--- config.mk ---
export PLATFORM = sky130hd
export DESIGN_NAME = ctrl_decode_stage_flat
export DESIGN_NICKNAME = d
export VERILOG_FILES = /design/src/rtl/ctrl_pkg.sv /design/src/rtl/ctrl_decode_stage_if.sv /design/src/rtl/ctrl_decoder.sv /design/src/rtl/ctrl_decode_stage.sv /design/src/flat_wrapper.sv
export SDC_FILE = /design/constraint.sdc
export NUM_CORES = 1
export LEC_CHECK = 0
export CAP_MARGIN = 20
export CORE_ASPECT_RATIO = 1.1
export CORE_MARGIN = 1.5
export CORE_UTILIZATION = 30
export DETAILED_ROUTE_END_ITERATION = 6
export DONT_BUFFER_PORTS = 1
export MAX_ROUTING_LAYER = met4
export PLACE_DENSITY_LB_ADDON = 0.2
export SLEW_MARGIN = 0
export SYNTH_ARGS = -nofsm -noshare
export SYNTH_HDL_FRONTEND = slang
export SYNTH_SLANG_ARGS = --single-unit
--- constraint.sdc ---
create_clock -name clk -period 3.46 [get_ports clk]
set_input_delay 1.038 -clock clk [delete_from_list [all_inputs] [get_ports clk]]
set_output_delay 1.038 -clock clk [all_outputs]
set_load 0.005 [all_outputs]
--- src/rtl/ctrl_pkg.sv ---
// Shared types for the ID stage: opcodes, ALU op encoding and the control bundle
// carried in the ID/EX pipeline register.
package ctrl_pkg;

  localparam int ALU_OP_W = 4;

  localparam logic [6:0] OP_R      = 7'b0110011;
  localparam logic [6:0] OP_I      = 7'b0010011;
  localparam logic [6:0] OP_LOAD   = 7'b0000011;
  localparam logic [6:0] OP_STORE  = 7'b0100011;
  localparam logic [6:0] OP_BRANCH = 7'b1100011;
  localparam logic [6:0] OP_JAL    = 7'b1101111;
  localparam logic [6:0] OP_JALR   = 7'b1100111;
  localparam logic [6:0] OP_LUI    = 7'b0110111;
  localparam logic [6:0] OP_AUIPC  = 7'b0010111;

  typedef enum logic [ALU_OP_W-1:0] {
    ALU_ADD = '0,
    ALU_SUB,
    ALU_AND,
    ALU_OR,
    ALU_XOR,
    ALU_SLL,
    ALU_SRL,
    ALU_SRA,
    ALU_SLT,
    ALU_SLTU,
    ALU_PASSB,
    ALU_NOP = '1
  } alu_op_t;

  typedef struct packed {
    logic    reg_write;
    logic    mem_read;
    logic    mem_write;
    logic    mem_to_reg;
    logic    alu_src;
    logic    branch;
    logic    jump;
    alu_op_t alu_op;
  } ctrl_t;

  localparam ctrl_t CTRL_BUBBLE = '{
    reg_write:  1'b0,
    mem_read:   1'b0,
    mem_write:  1'b0,
    mem_to_reg: 1'b0,
    alu_src:    1'b0,
    branch:     1'b0,
    jump:       1'b0,
    alu_op:     ALU_NOP
  };

  // SUB only exists in the register form; SRA is selected by funct7[5] in both forms.
  function automatic alu_op_t alu_from_funct(input logic [2:0] f3, input logic f7b5,
                                             input logic is_reg);
    alu_op_t op;
    case (f3)
      3'b000:  op = (is_reg && f7b5) ? ALU_SUB : ALU_ADD;
      3'b001:  op = ALU_SLL;
      3'b010:  op = ALU_SLT;
      3'b011:  op = ALU_SLTU;
      3'b100:  op = ALU_XOR;
      3'b101:  op = f7b5 ? ALU_SRA : ALU_SRL;
      3'b110:  op = ALU_OR;
      default: op = ALU_AND;
    endcase
    return op;
  endfunction

endpackage

--- src/rtl/ctrl_decode_stage_if.sv ---
// IF/ID -> ID/EX handshake bundle. master = instruction source side, slave = decode stage.
interface ctrl_decode_stage_if #(
  parameter int XLEN        = 32,
  parameter int STALL_CNT_W = 16
);
  import ctrl_pkg::*;

  logic                   if_valid;
  logic                   if_ready;
  logic [31:0]            instr;
  logic                   flush;
  logic                   ex_valid;
  ctrl_t                  ex_ctrl;
  logic [4:0]             ex_rs1;
  logic [4:0]             ex_rs2;
  logic [4:0]             ex_rd;
  logic [2:0]             ex_funct3;
  logic [XLEN-1:0]        ex_imm;
  logic                   ex_illegal;
  logic [STALL_CNT_W-1:0] stall_cnt;

  modport master (
    output if_valid, instr, flush,
    input  if_ready, ex_valid, ex_ctrl, ex_rs1, ex_rs2, ex_rd, ex_funct3, ex_imm,
           ex_illegal, stall_cnt
  );

  modport slave (
    input  if_valid, instr, flush,
    output if_ready, ex_valid, ex_ctrl, ex_rs1, ex_rs2, ex_rd, ex_funct3, ex_imm,
           ex_illegal, stall_cnt
  );

endinterface

--- src/rtl/ctrl_decoder.sv ---
// Purely combinational RV32I decoder: control bundle, immediate, source-register usage
// and illegal-instruction flag.
module ctrl_decoder
  import ctrl_pkg::*;
#(
  parameter int XLEN    = 32,
  parameter int EN_JUMP = 1
) (
  input  logic [31:0]     i_instr,
  output ctrl_t           o_ctrl,
  output logic [XLEN-1:0] o_imm,
  output logic            o_rs1_used,
  output logic            o_rs2_used,
  output logic            o_illegal
);

  logic [6:0]      w_opcode;
  logic [2:0]      w_funct3;
  logic [6:0]      w_funct7;
  logic [XLEN-1:0] w_imm_i, w_imm_s, w_imm_b, w_imm_u, w_imm_j;

  assign w_opcode = i_instr[6:0];
  assign w_funct3 = i_instr[14:12];
  assign w_funct7 = i_instr[31:25];

  assign w_imm_i = XLEN'($signed(i_instr[31:20]));
  assign w_imm_s = XLEN'($signed({i_instr[31:25], i_instr[11:7]}));
  assign w_imm_b = XLEN'($signed({i_instr[31], i_instr[7], i_instr[30:25], i_instr[11:8], 1'b0}));
  assign w_imm_u = XLEN'($signed({i_instr[31:12], 12'h000}));
  assign w_imm_j = XLEN'($signed({i_instr[31], i_instr[19:12], i_instr[20], i_instr[30:21], 1'b0}));

  always_comb begin
    // NOTE: every output gets a default first so no decode path can infer a latch.
    o_ctrl     = CTRL_BUBBLE;
    o_imm      = '0;
    o_rs1_used = 1'b0;
    o_rs2_used = 1'b0;
    o_illegal  = 1'b0;

    case (w_opcode)
      OP_R: begin
        o_rs1_used = 1'b1;
        o_rs2_used = 1'b1;
        if (w_funct7 == 7'b0000000 || w_funct7 == 7'b0100000) begin
          o_ctrl.reg_write = 1'b1;
          o_ctrl.alu_op    = alu_from_funct(w_funct3, w_funct7[5], 1'b1);
        end else begin
          o_illegal = 1'b1;
        end
      end
      OP_I: begin
        o_rs1_used       = 1'b1;
        o_ctrl.reg_write = 1'b1;
        o_ctrl.alu_src   = 1'b1;
        o_ctrl.alu_op    = alu_from_funct(w_funct3, w_funct7[5], 1'b0);
        o_imm            = w_imm_i;
      end
      OP_LOAD: begin
        o_rs1_used        = 1'b1;
        o_ctrl.reg_write  = 1'b1;
        o_ctrl.mem_read   = 1'b1;
        o_ctrl.mem_to_reg = 1'b1;
        o_ctrl.alu_src    = 1'b1;
        o_ctrl.alu_op     = ALU_ADD;
        o_imm             = w_imm_i;
      end
      OP_STORE: begin
        o_rs1_used       = 1'b1;
        o_rs2_used       = 1'b1;
        o_ctrl.mem_write = 1'b1;
        o_ctrl.alu_src   = 1'b1;
        o_ctrl.alu_op    = ALU_ADD;
        o_imm            = w_imm_s;
      end
      OP_BRANCH: begin
        o_rs1_used    = 1'b1;
        o_rs2_used    = 1'b1;
        o_ctrl.branch = 1'b1;
        o_ctrl.alu_op = ALU_SUB;
        o_imm         = w_imm_b;
      end
      OP_JAL, OP_JALR, OP_LUI, OP_AUIPC: begin
        if (EN_JUMP != 0) begin
          o_ctrl.reg_write = 1'b1;
          o_ctrl.alu_op    = ALU_ADD;
          case (w_opcode)
            OP_JAL: begin
              o_ctrl.jump = 1'b1;
              o_imm       = w_imm_j;
            end
            OP_JALR: begin
              o_rs1_used     = 1'b1;
              o_ctrl.jump    = 1'b1;
              o_ctrl.alu_src = 1'b1;
              o_imm          = w_imm_i;
            end
            OP_LUI: begin
              o_ctrl.alu_src = 1'b1;
              o_ctrl.alu_op  = ALU_PASSB;
              o_imm          = w_imm_u;
            end
            default: begin
              o_ctrl.alu_src = 1'b1;
              o_imm          = w_imm_u;
            end
          endcase
        end else begin
          o_illegal = 1'b1;
        end
      end
      default: o_illegal = 1'b1;
    endcase
  end

endmodule

--- src/rtl/ctrl_decode_stage.sv ---
// ID stage: load-use hazard detection, flush/hazard/accept priority, ID/EX register
// and a saturating hazard-stall counter.
module ctrl_decode_stage
  import ctrl_pkg::*;
#(
  parameter int XLEN        = 32,
  parameter int EN_JUMP     = 1,
  parameter int STALL_CNT_W = 16
) (
  input logic              clk,
  input logic              rst_n,
  ctrl_decode_stage_if.slave bus
);

  ctrl_t                  w_ctrl;
  logic [XLEN-1:0]        w_imm;
  logic                   w_rs1_used, w_rs2_used, w_illegal;
  logic [4:0]             w_rs1, w_rs2;
  logic                   w_hazard, w_accept;

  logic                   r_valid;
  ctrl_t                  r_ctrl;
  logic [4:0]             r_rs1, r_rs2, r_rd;
  logic [2:0]             r_funct3;
  logic [XLEN-1:0]        r_imm;
  logic                   r_illegal;
  logic [STALL_CNT_W-1:0] r_stall_cnt;

  ctrl_decoder #(
    .XLEN    (XLEN),
    .EN_JUMP (EN_JUMP)
  ) u_decoder (
    .i_instr    (bus.instr),
    .o_ctrl     (w_ctrl),
    .o_imm      (w_imm),
    .o_rs1_used (w_rs1_used),
    .o_rs2_used (w_rs2_used),
    .o_illegal  (w_illegal)
  );

  assign w_rs1 = bus.instr[19:15];
  assign w_rs2 = bus.instr[24:20];

  // Flush is deliberately kept out of the hazard term so if_ready has no path from flush.
  assign w_hazard = r_valid & r_ctrl.mem_read & (r_rd != 5'd0) & bus.if_valid &
                    ((w_rs1_used & (w_rs1 == r_rd)) | (w_rs2_used & (w_rs2 == r_rd)));
  assign w_accept = bus.if_valid & ~w_hazard & ~bus.flush;

  always_ff @(posedge clk or negedge rst_n) begin
    if (!rst_n) begin
      r_valid     <= 1'b0;
      r_ctrl      <= CTRL_BUBBLE;
      r_rs1       <= '0;
      r_rs2       <= '0;
      r_rd        <= '0;
      r_funct3    <= '0;
      r_imm       <= '0;
      r_illegal   <= 1'b0;
      r_stall_cnt <= '0;
    end else begin
      // NOTE: non-blocking so the hazard term and the register update all see pre-edge state.
      if (w_accept) begin
        r_valid   <= 1'b1;
        r_ctrl    <= w_ctrl;
        r_rs1     <= w_rs1;
        r_rs2     <= w_rs2;
        r_rd      <= bus.instr[11:7];
        r_funct3  <= bus.instr[14:12];
        r_imm     <= w_imm;
        r_illegal <= w_illegal;
      end else begin
        r_valid   <= 1'b0;
        r_ctrl    <= CTRL_BUBBLE;
        r_rs1     <= '0;
        r_rs2     <= '0;
        r_rd      <= '0;
        r_funct3  <= '0;
        r_imm     <= '0;
        r_illegal <= 1'b0;
      end
      if (w_hazard && !bus.flush && (r_stall_cnt != '1))
        r_stall_cnt <= r_stall_cnt + 1'b1;
    end
  end

  assign bus.if_ready   = ~w_hazard;
  assign bus.ex_valid   = r_valid;
  assign bus.ex_ctrl    = r_ctrl;
  assign bus.ex_rs1     = r_rs1;
  assign bus.ex_rs2     = r_rs2;
  assign bus.ex_rd      = r_rd;
  assign bus.ex_funct3  = r_funct3;
  assign bus.ex_imm     = r_imm;
  assign bus.ex_illegal = r_illegal;
  assign bus.stall_cnt  = r_stall_cnt;

endmodule
--- src/flat_wrapper.sv ---
// flat-port wrapper written by rule: the top's interface ports become plain ports
module ctrl_decode_stage_flat import ctrl_pkg::*;
#(
  parameter int XLEN        = 32,
  parameter int EN_JUMP     = 1,
  parameter int STALL_CNT_W = 16
)
  (clk, rst_n, bus_if_valid, bus_instr, bus_flush, bus_if_ready, bus_ex_valid, bus_ex_ctrl, bus_ex_rs1, bus_ex_rs2, bus_ex_rd, bus_ex_funct3, bus_ex_imm, bus_ex_illegal, bus_stall_cnt);
  ctrl_decode_stage_if #(.XLEN(XLEN), .STALL_CNT_W(STALL_CNT_W)) bus_i ();
  input logic clk;
  input logic rst_n;
  input wire logic [$bits(bus_i.if_valid)-1:0] bus_if_valid;
  input wire logic [$bits(bus_i.instr)-1:0] bus_instr;
  input wire logic [$bits(bus_i.flush)-1:0] bus_flush;
  output wire logic [$bits(bus_i.if_ready)-1:0] bus_if_ready;
  output wire logic [$bits(bus_i.ex_valid)-1:0] bus_ex_valid;
  output wire logic [$bits(bus_i.ex_ctrl)-1:0] bus_ex_ctrl;
  output wire logic [$bits(bus_i.ex_rs1)-1:0] bus_ex_rs1;
  output wire logic [$bits(bus_i.ex_rs2)-1:0] bus_ex_rs2;
  output wire logic [$bits(bus_i.ex_rd)-1:0] bus_ex_rd;
  output wire logic [$bits(bus_i.ex_funct3)-1:0] bus_ex_funct3;
  output wire logic [$bits(bus_i.ex_imm)-1:0] bus_ex_imm;
  output wire logic [$bits(bus_i.ex_illegal)-1:0] bus_ex_illegal;
  output wire logic [$bits(bus_i.stall_cnt)-1:0] bus_stall_cnt;
  assign bus_i.if_valid = bus_if_valid;
  assign bus_i.instr = bus_instr;
  assign bus_i.flush = bus_flush;
  assign bus_if_ready = bus_i.if_ready;
  assign bus_ex_valid = bus_i.ex_valid;
  assign bus_ex_ctrl = bus_i.ex_ctrl;
  assign bus_ex_rs1 = bus_i.ex_rs1;
  assign bus_ex_rs2 = bus_i.ex_rs2;
  assign bus_ex_rd = bus_i.ex_rd;
  assign bus_ex_funct3 = bus_i.ex_funct3;
  assign bus_ex_imm = bus_i.ex_imm;
  assign bus_ex_illegal = bus_i.ex_illegal;
  assign bus_stall_cnt = bus_i.stall_cnt;
  ctrl_decode_stage #(.XLEN(XLEN), .EN_JUMP(EN_JUMP), .STALL_CNT_W(STALL_CNT_W)) u_core (.clk(clk), .rst_n(rst_n), .bus(bus_i));
endmodule
==> reports/results.txt <==
Leading post-synthesis cells by cell area = dfrtp_1 (52%), xor2_1 (4.5%), and3_1 (4.4%)
F_max = 334 MHz
DRC = 0
Fillers = 1186
CP Class = input pin to primary output
Initial Util = 30.7%
Crit path from = bus_instr[5]
First-pass GRT wire length = 15.4 mm
Fin util = 34.9%
Clk_lat worst skew = 0.34 ns
Pre-CTS setup slack = 0.369 ns
Antenna Violating Nets Remaining = 0
Gpl congestion = 0.855
Netlist cell types = 46
Max transition margin = 51.5%
Avg WL per Cell = 19.9 um
Post-DR vias/cell = 5.12
Die Area = 0.0124 mm^2
DP Area = 0.00371 mm^2
Fin crit period = 2.99 ns
Share of the synthesized area in the top cell type = 52.4%
Ys Warns = 0
Clock sink count = 78
Largest net degree at the start of global routing = 79
Maximum vdd drop = 183 uV
Register area share after synthesis = 55.4%
CORE AREA = 0.0115 mm^2
Worst Path Max Fanout = 11
Max-cap violation count = 0
Hold/Removal Path Class = input pin to asynchronous set/reset pin
Worst-Margin Slew = 0.719 ns
Commonest non-fill, non-tap cell in the layout = dfrtp_1
PortBufs = 0
Ys flop type = dfrtp_1
Number of placement rows = 41
Reg-to-Reg Start = u_core.bus.ex_rd[2]
Layout cells sized above 1 = 11.8%
Initial antenna violation count = 0
First-pass DRT Iterations = 4
Clk slew on worst S/H paths = 0.06 ns
Post-route cell area = 0.00402 mm^2
Reg2reg end = u_core.bus.stall_cnt[9]
Final setup viols = 0
Tcrit/Tclk final = 86.4%
Commonest cells after routing, fill and taps aside = dfrtp_1 (74), nor2_1 (37), and3_1 (25)
Chip Height = 117 um
CP arrival = 1.95 ns
Syn nets = 375
Detailed Route WL = 9.87 mm
WHS = 0.398 ns
Post-synth EDFFs = 0
CP Launch Type = input pin
Outcome = completed
Reg2Reg Depth = 7
Postcts setup bufs = 0
Starting DRT DRC Count = 91
Multi-input gate area in the final layout = 0.00147 mm^2
CTS H-tree depth = 3
CTS resizes = 0
Layout area overhead = 13.7%
Antenna Diode Count = 0
IO Count = 116
Worst Setup End Kind = primary output
Vias in the first global route = 2623
Ys async rst share = 100%
Cell Area, Synth = 0.00353 mm^2
Gr ovfl total = 0
Required time of the critical path = 2.42 ns
Total CTS buffers = 9
Fin cells = 496
Vias = 2541
#FFs+latches synth = 78
Final #Nets = 378
Cells after synthesis = 338
Number of placed cells counting well taps = 480
Gr usage total = 17.2%
CTS tree = yes
Slew Limit Fails = 0
Setup TNS = 0 ns
RSZ-0062 raised after global routing = no
Final hold vios = 0
Post-synth top area cell = dfrtp_1
Post-DP HPWL = 7.13 mm
R2r setup slk = 0.96 ns
Power Total = 1.95 mW
Hold buffer count at cts = 0
CTS Buffer Depth = 2
Final setup margin = 0.470 ns
Leak = 1.86 nW
Avg Inst Size Synth = 10.5 um^2
Clock Skew = 0.00739 ns
P per Cell Area = 487 mW/mm^2
Die width = 106 um
CTS Root Cell = clkbuf_16
FF+latch area = 0.00196 mm^2
[where the power goes]
part | internal (mW) | switching [mW] | total [mW]
logic | 0.0309 | 0.0383 | 0.0692
registers | 0.925 | 0.0111 | 0.936
clock network | 0.564 | 0.385 | 0.949
[cell type report]
class,count,area share (%)
clock inverters,6,1.78
clock buffers,10,5.70
flip-flops and latches,78,48.7
repair buffers,11,2.06
well taps,150,4.67
multi-input cells,236,36.6
inverters,5,0.467
[Yosys cell counts (3+ instances only)]
cell and n:
dfstp_2 4, nand3_1 10, a21oi_1 24, clkbuf_1 14, nor2_1 37, nand2b_1 3
nor2b_1 5, o21ai_0 6, and3_1 25, or4_1 4, o211ai_1 3, xor2_1 18
a22oi_1 5, dfrtp_1 74, nor3_2 5, nor3_1 10, xnor2_1 7, nand4_1 6
nand2_1 21, o21a_1 12, a21o_1 8, inv_1 5
[worst max-delay path by stage]
stage | end | slack (ns) | cells after the start
after CTS | bus_if_ready | 0.46 | 4
after floorplan | bus_if_ready | 0.08 | 7
after detailed placement | u_core.bus.stall_cnt[9] | 0.37 | 7
after global routing | bus_if_ready | 0.37 | 4
final | bus_if_ready | 0.47 | 4
after global placement | u_core.bus.stall_cnt[9] | 0.40 | 7
[metal layers]
metal / GRT usage [%] / vias up / share of wire (%)
li1: - / 1196 / -
met1: 20.6 / 1239 / 43
met2: 26.3 / 90 / 47
met3: 5.32 / 16 / 7.3
met4: 8.71 / 0 / 2.4
met5: - / - / 0
[state kept, by name, summed over array words and instances (netlist names)]
name and count:
u_core.bus.ex_imm 32, u_core.bus.stall_cnt 16, u_core.bus.ex_ctrl 10, u_core.bus.ex_rd 5, u_core.bus.ex_rs1 5, u_core.bus.ex_rs2 5
u_core.bus.ex_funct3 3, u_core.bus.ex_illegal 1, u_core.bus.ex_valid 1
[cells by family (layout without fill, tap and decap cells)]
group | count (synthesis) | count (layout) | share of synthesized area, %
buf+inv | 24 | 32 | 3.12
fa+ha+maj | 1 | 1 | 0.354
xor+xnor | 25 | 25 | 6.20
flops | 78 | 78 | 55.4
simple gates | 142 | 142 | 22.5
compound gates | 68 | 68 | 12.4
[worst max-delay path, stage by stage]
cell,delay (ns)
a21bo_1,0.20
nor4_2,0.23
a22oi_1,0.13
or2_2,0.35
(Power assumes the default switching activity.)
==> patch (config.mk and constraints unchanged) <==
`EN_JUMP` is set to 1 in 3 places; all go to 0.
--- a/src/rtl/ctrl_decoder.sv
+++ b/src/rtl/ctrl_decoder.sv
@@ -4,7 +4,7 @@
   import ctrl_pkg::*;
 #(
   parameter int XLEN    = 32,
-  parameter int EN_JUMP = 1
+  parameter int EN_JUMP = 0
 ) (
   input  logic [31:0]     i_instr,
   output ctrl_t           o_ctrl,
--- a/src/rtl/ctrl_decode_stage.sv
+++ b/src/rtl/ctrl_decode_stage.sv
@@ -4,7 +4,7 @@
   import ctrl_pkg::*;
 #(
   parameter int XLEN        = 32,
-  parameter int EN_JUMP     = 1,
+  parameter int EN_JUMP     = 0,
   parameter int STALL_CNT_W = 16
 ) (
   input logic              clk,
--- a/src/flat_wrapper.sv
+++ b/src/flat_wrapper.sv
@@ -2,7 +2,7 @@
 module ctrl_decode_stage_flat import ctrl_pkg::*;
 #(
   parameter int XLEN        = 32,
-  parameter int EN_JUMP     = 1,
+  parameter int EN_JUMP     = 0,
   parameter int STALL_CNT_W = 16
 )
   (clk, rst_n, bus_if_valid, bus_instr, bus_flush, bus_if_ready, bus_ex_valid, bus_ex_ctrl, bus_ex_rs1, bus_ex_rs2, bus_ex_rd, bus_ex_funct3, bus_ex_imm, bus_ex_illegal, bus_stall_cnt);
Check against the original RTL: not equivalent (a bounded check fails within 4 cycles, from zero or initial values and one cycle with rst_n low).
==> patch against the unedited design <==
Setup slack gained 40 ps. Largest cell class unchanged. Sequential cell count shrank 20. Critical path depth is the same. Highest routed layer unchanged. Critical endpoint unchanged. Area after synthesis shrank 24%. Total power shrank 26%. Cell area shrank 28%. Register-to-register slack gained 280 ps. Clock power shrank 27%. Die area shrank 23%. Wire length shrank 36%.
==> patch: results (changes against the unedited design) <==
RRSETUPSLACK_PS=1240  # was 960 ps
GRT_PASS1_VIAS=1792  # was 2623
HPWL_UM=4470  # was 7130 um
GRTUSAGETOTAL_PCT=14.3  # was 17.2%
DP.CELLS=330  # was 480
SYNTHDISTINCTLIBCELLS=42  # was 46
FINAL_LAYOUT_SIZE_SUFFIX_GT1_SHARE_PCT=15.9  # was 11.8%
WORST_MARGIN_SLEW_PS=889  # was 719 ps
SKEW_PS=9.16  # was 7.39 ps
POST_DRT_WL_PER_CELL_UM=18.1  # was 19.9 um
POST_SYNTH_MAIN_AREA_CONTRIBUTORS='sky130_fd_sc_hd__dfrtp_1 50%, sky130_fd_sc_hd__buf_4 5.9%, sky130_fd_sc_hd__and2_1 4.4%'  # was sky130_fd_sc_hd__dfrtp_1 52%, sky130_fd_sc_hd__xor2_1 4.5%, sky130_fd_sc_hd__and3_1 4.4%
SYN_NETS=279  # was 375
POST_SYNTH_INST_COUNT=242  # was 338
STATUS='finished clean'  # unchanged
FINISH.CELL_COUNT_WITHOUT_FILLERS=346  # was 496
FINISH.NET_COUNT=264  # was 378
YOSYSSEQAREASHARE_PCT=54.1  # was 55.4%
DPL_CELL_AREA_UM2=2650  # was 3710 um^2
GRT_FIRST_PASS_WIRELENGTH_UM=9730  # was 15400 um
GP_WEIGHTED_CONGESTION=0.811  # was 0.855
MAXIMUM_FANOUT_ALONG_THE_WORST_PATH=3  # was 11
CELLLEAKAGEPOWER_nW=1.30  # was 1.86 nW
LARGEST_NET_DEGREE_AT_THE_START_OF_GLOBAL_ROUTING=59  # was 79
AREA_GROWTH_PCT=6.69  # was 13.7%
REGTOREGSTARTPOINT='u_core.bus.ex_rd[1]'  # was u_core.bus.ex_rd[2]
## patch: cell types whose count changed in the layout (fill, tap and decap cells not counted), sizes merged, moves of 12 or more
cell   change
nor2      -20
a21oi     -17
o21a      -12
and2      +18
and3      -15
dfrtp     -20
## patch: metrics by stage
step	hold slack (ps)	worst slack, ps
finish	395	510
global route	361	431
CTS	365	492
detailed placement	508	490
global placement	502	517
floorplan	484	583
## patch: area by class of cell
class | count | area share, %
inverter | 3 | 0.392
multi-input combinational | 153 | 35.8
sequential | 58 | 50.7
tap | 114 | 4.97
timing repair buffer | 2 | 0.523
clock inverter | 5 | 2.70
clock buffer | 11 | 4.92
## patch: worst max-delay path by stage
stage,from,end,cells after the start
after CTS,bus_instr[1],bus_if_ready,4
after global placement,bus_instr[1],bus_if_ready,4
after global routing,bus_instr[1],bus_if_ready,4
after floorplan,bus_instr[1],bus_if_ready,4
final,bus_instr[1],bus_if_ready,4
after detailed placement,bus_instr[1],bus_if_ready,4
## patch: routing by layer
metal  track usage (%)  vias up  wire length (um)
met5                 -        -                 0
met4              7.46        0               104
met3              6.40       10               574
met2              21.8       66              3010
met1              15.8      816              2580
li1                  -      760                 -
## patch: where the power goes
group	switching [W]	total [W]	leakage [nW]	internal (W)
logic	0.0000256	0.0000497	0.414	0.0000241
registers	0.00000946	0.000698	0.780	0.000689
clock network	0.000272	0.000695	0.109	0.000423
## patch: logic make-up (layout without fill, tap and decap cells)
group	count (synthesis)	in the layout	share of synthesized area, %
other cells	1	1	0.139
simple gates	100	100	22.5
fa+ha+maj	1	1	0.465
mux	2	2	0.790
flops	58	58	54.1
buf+inv	31	21	7.72
compound gates	24	24	6.18
xor+xnor	25	25	8.14
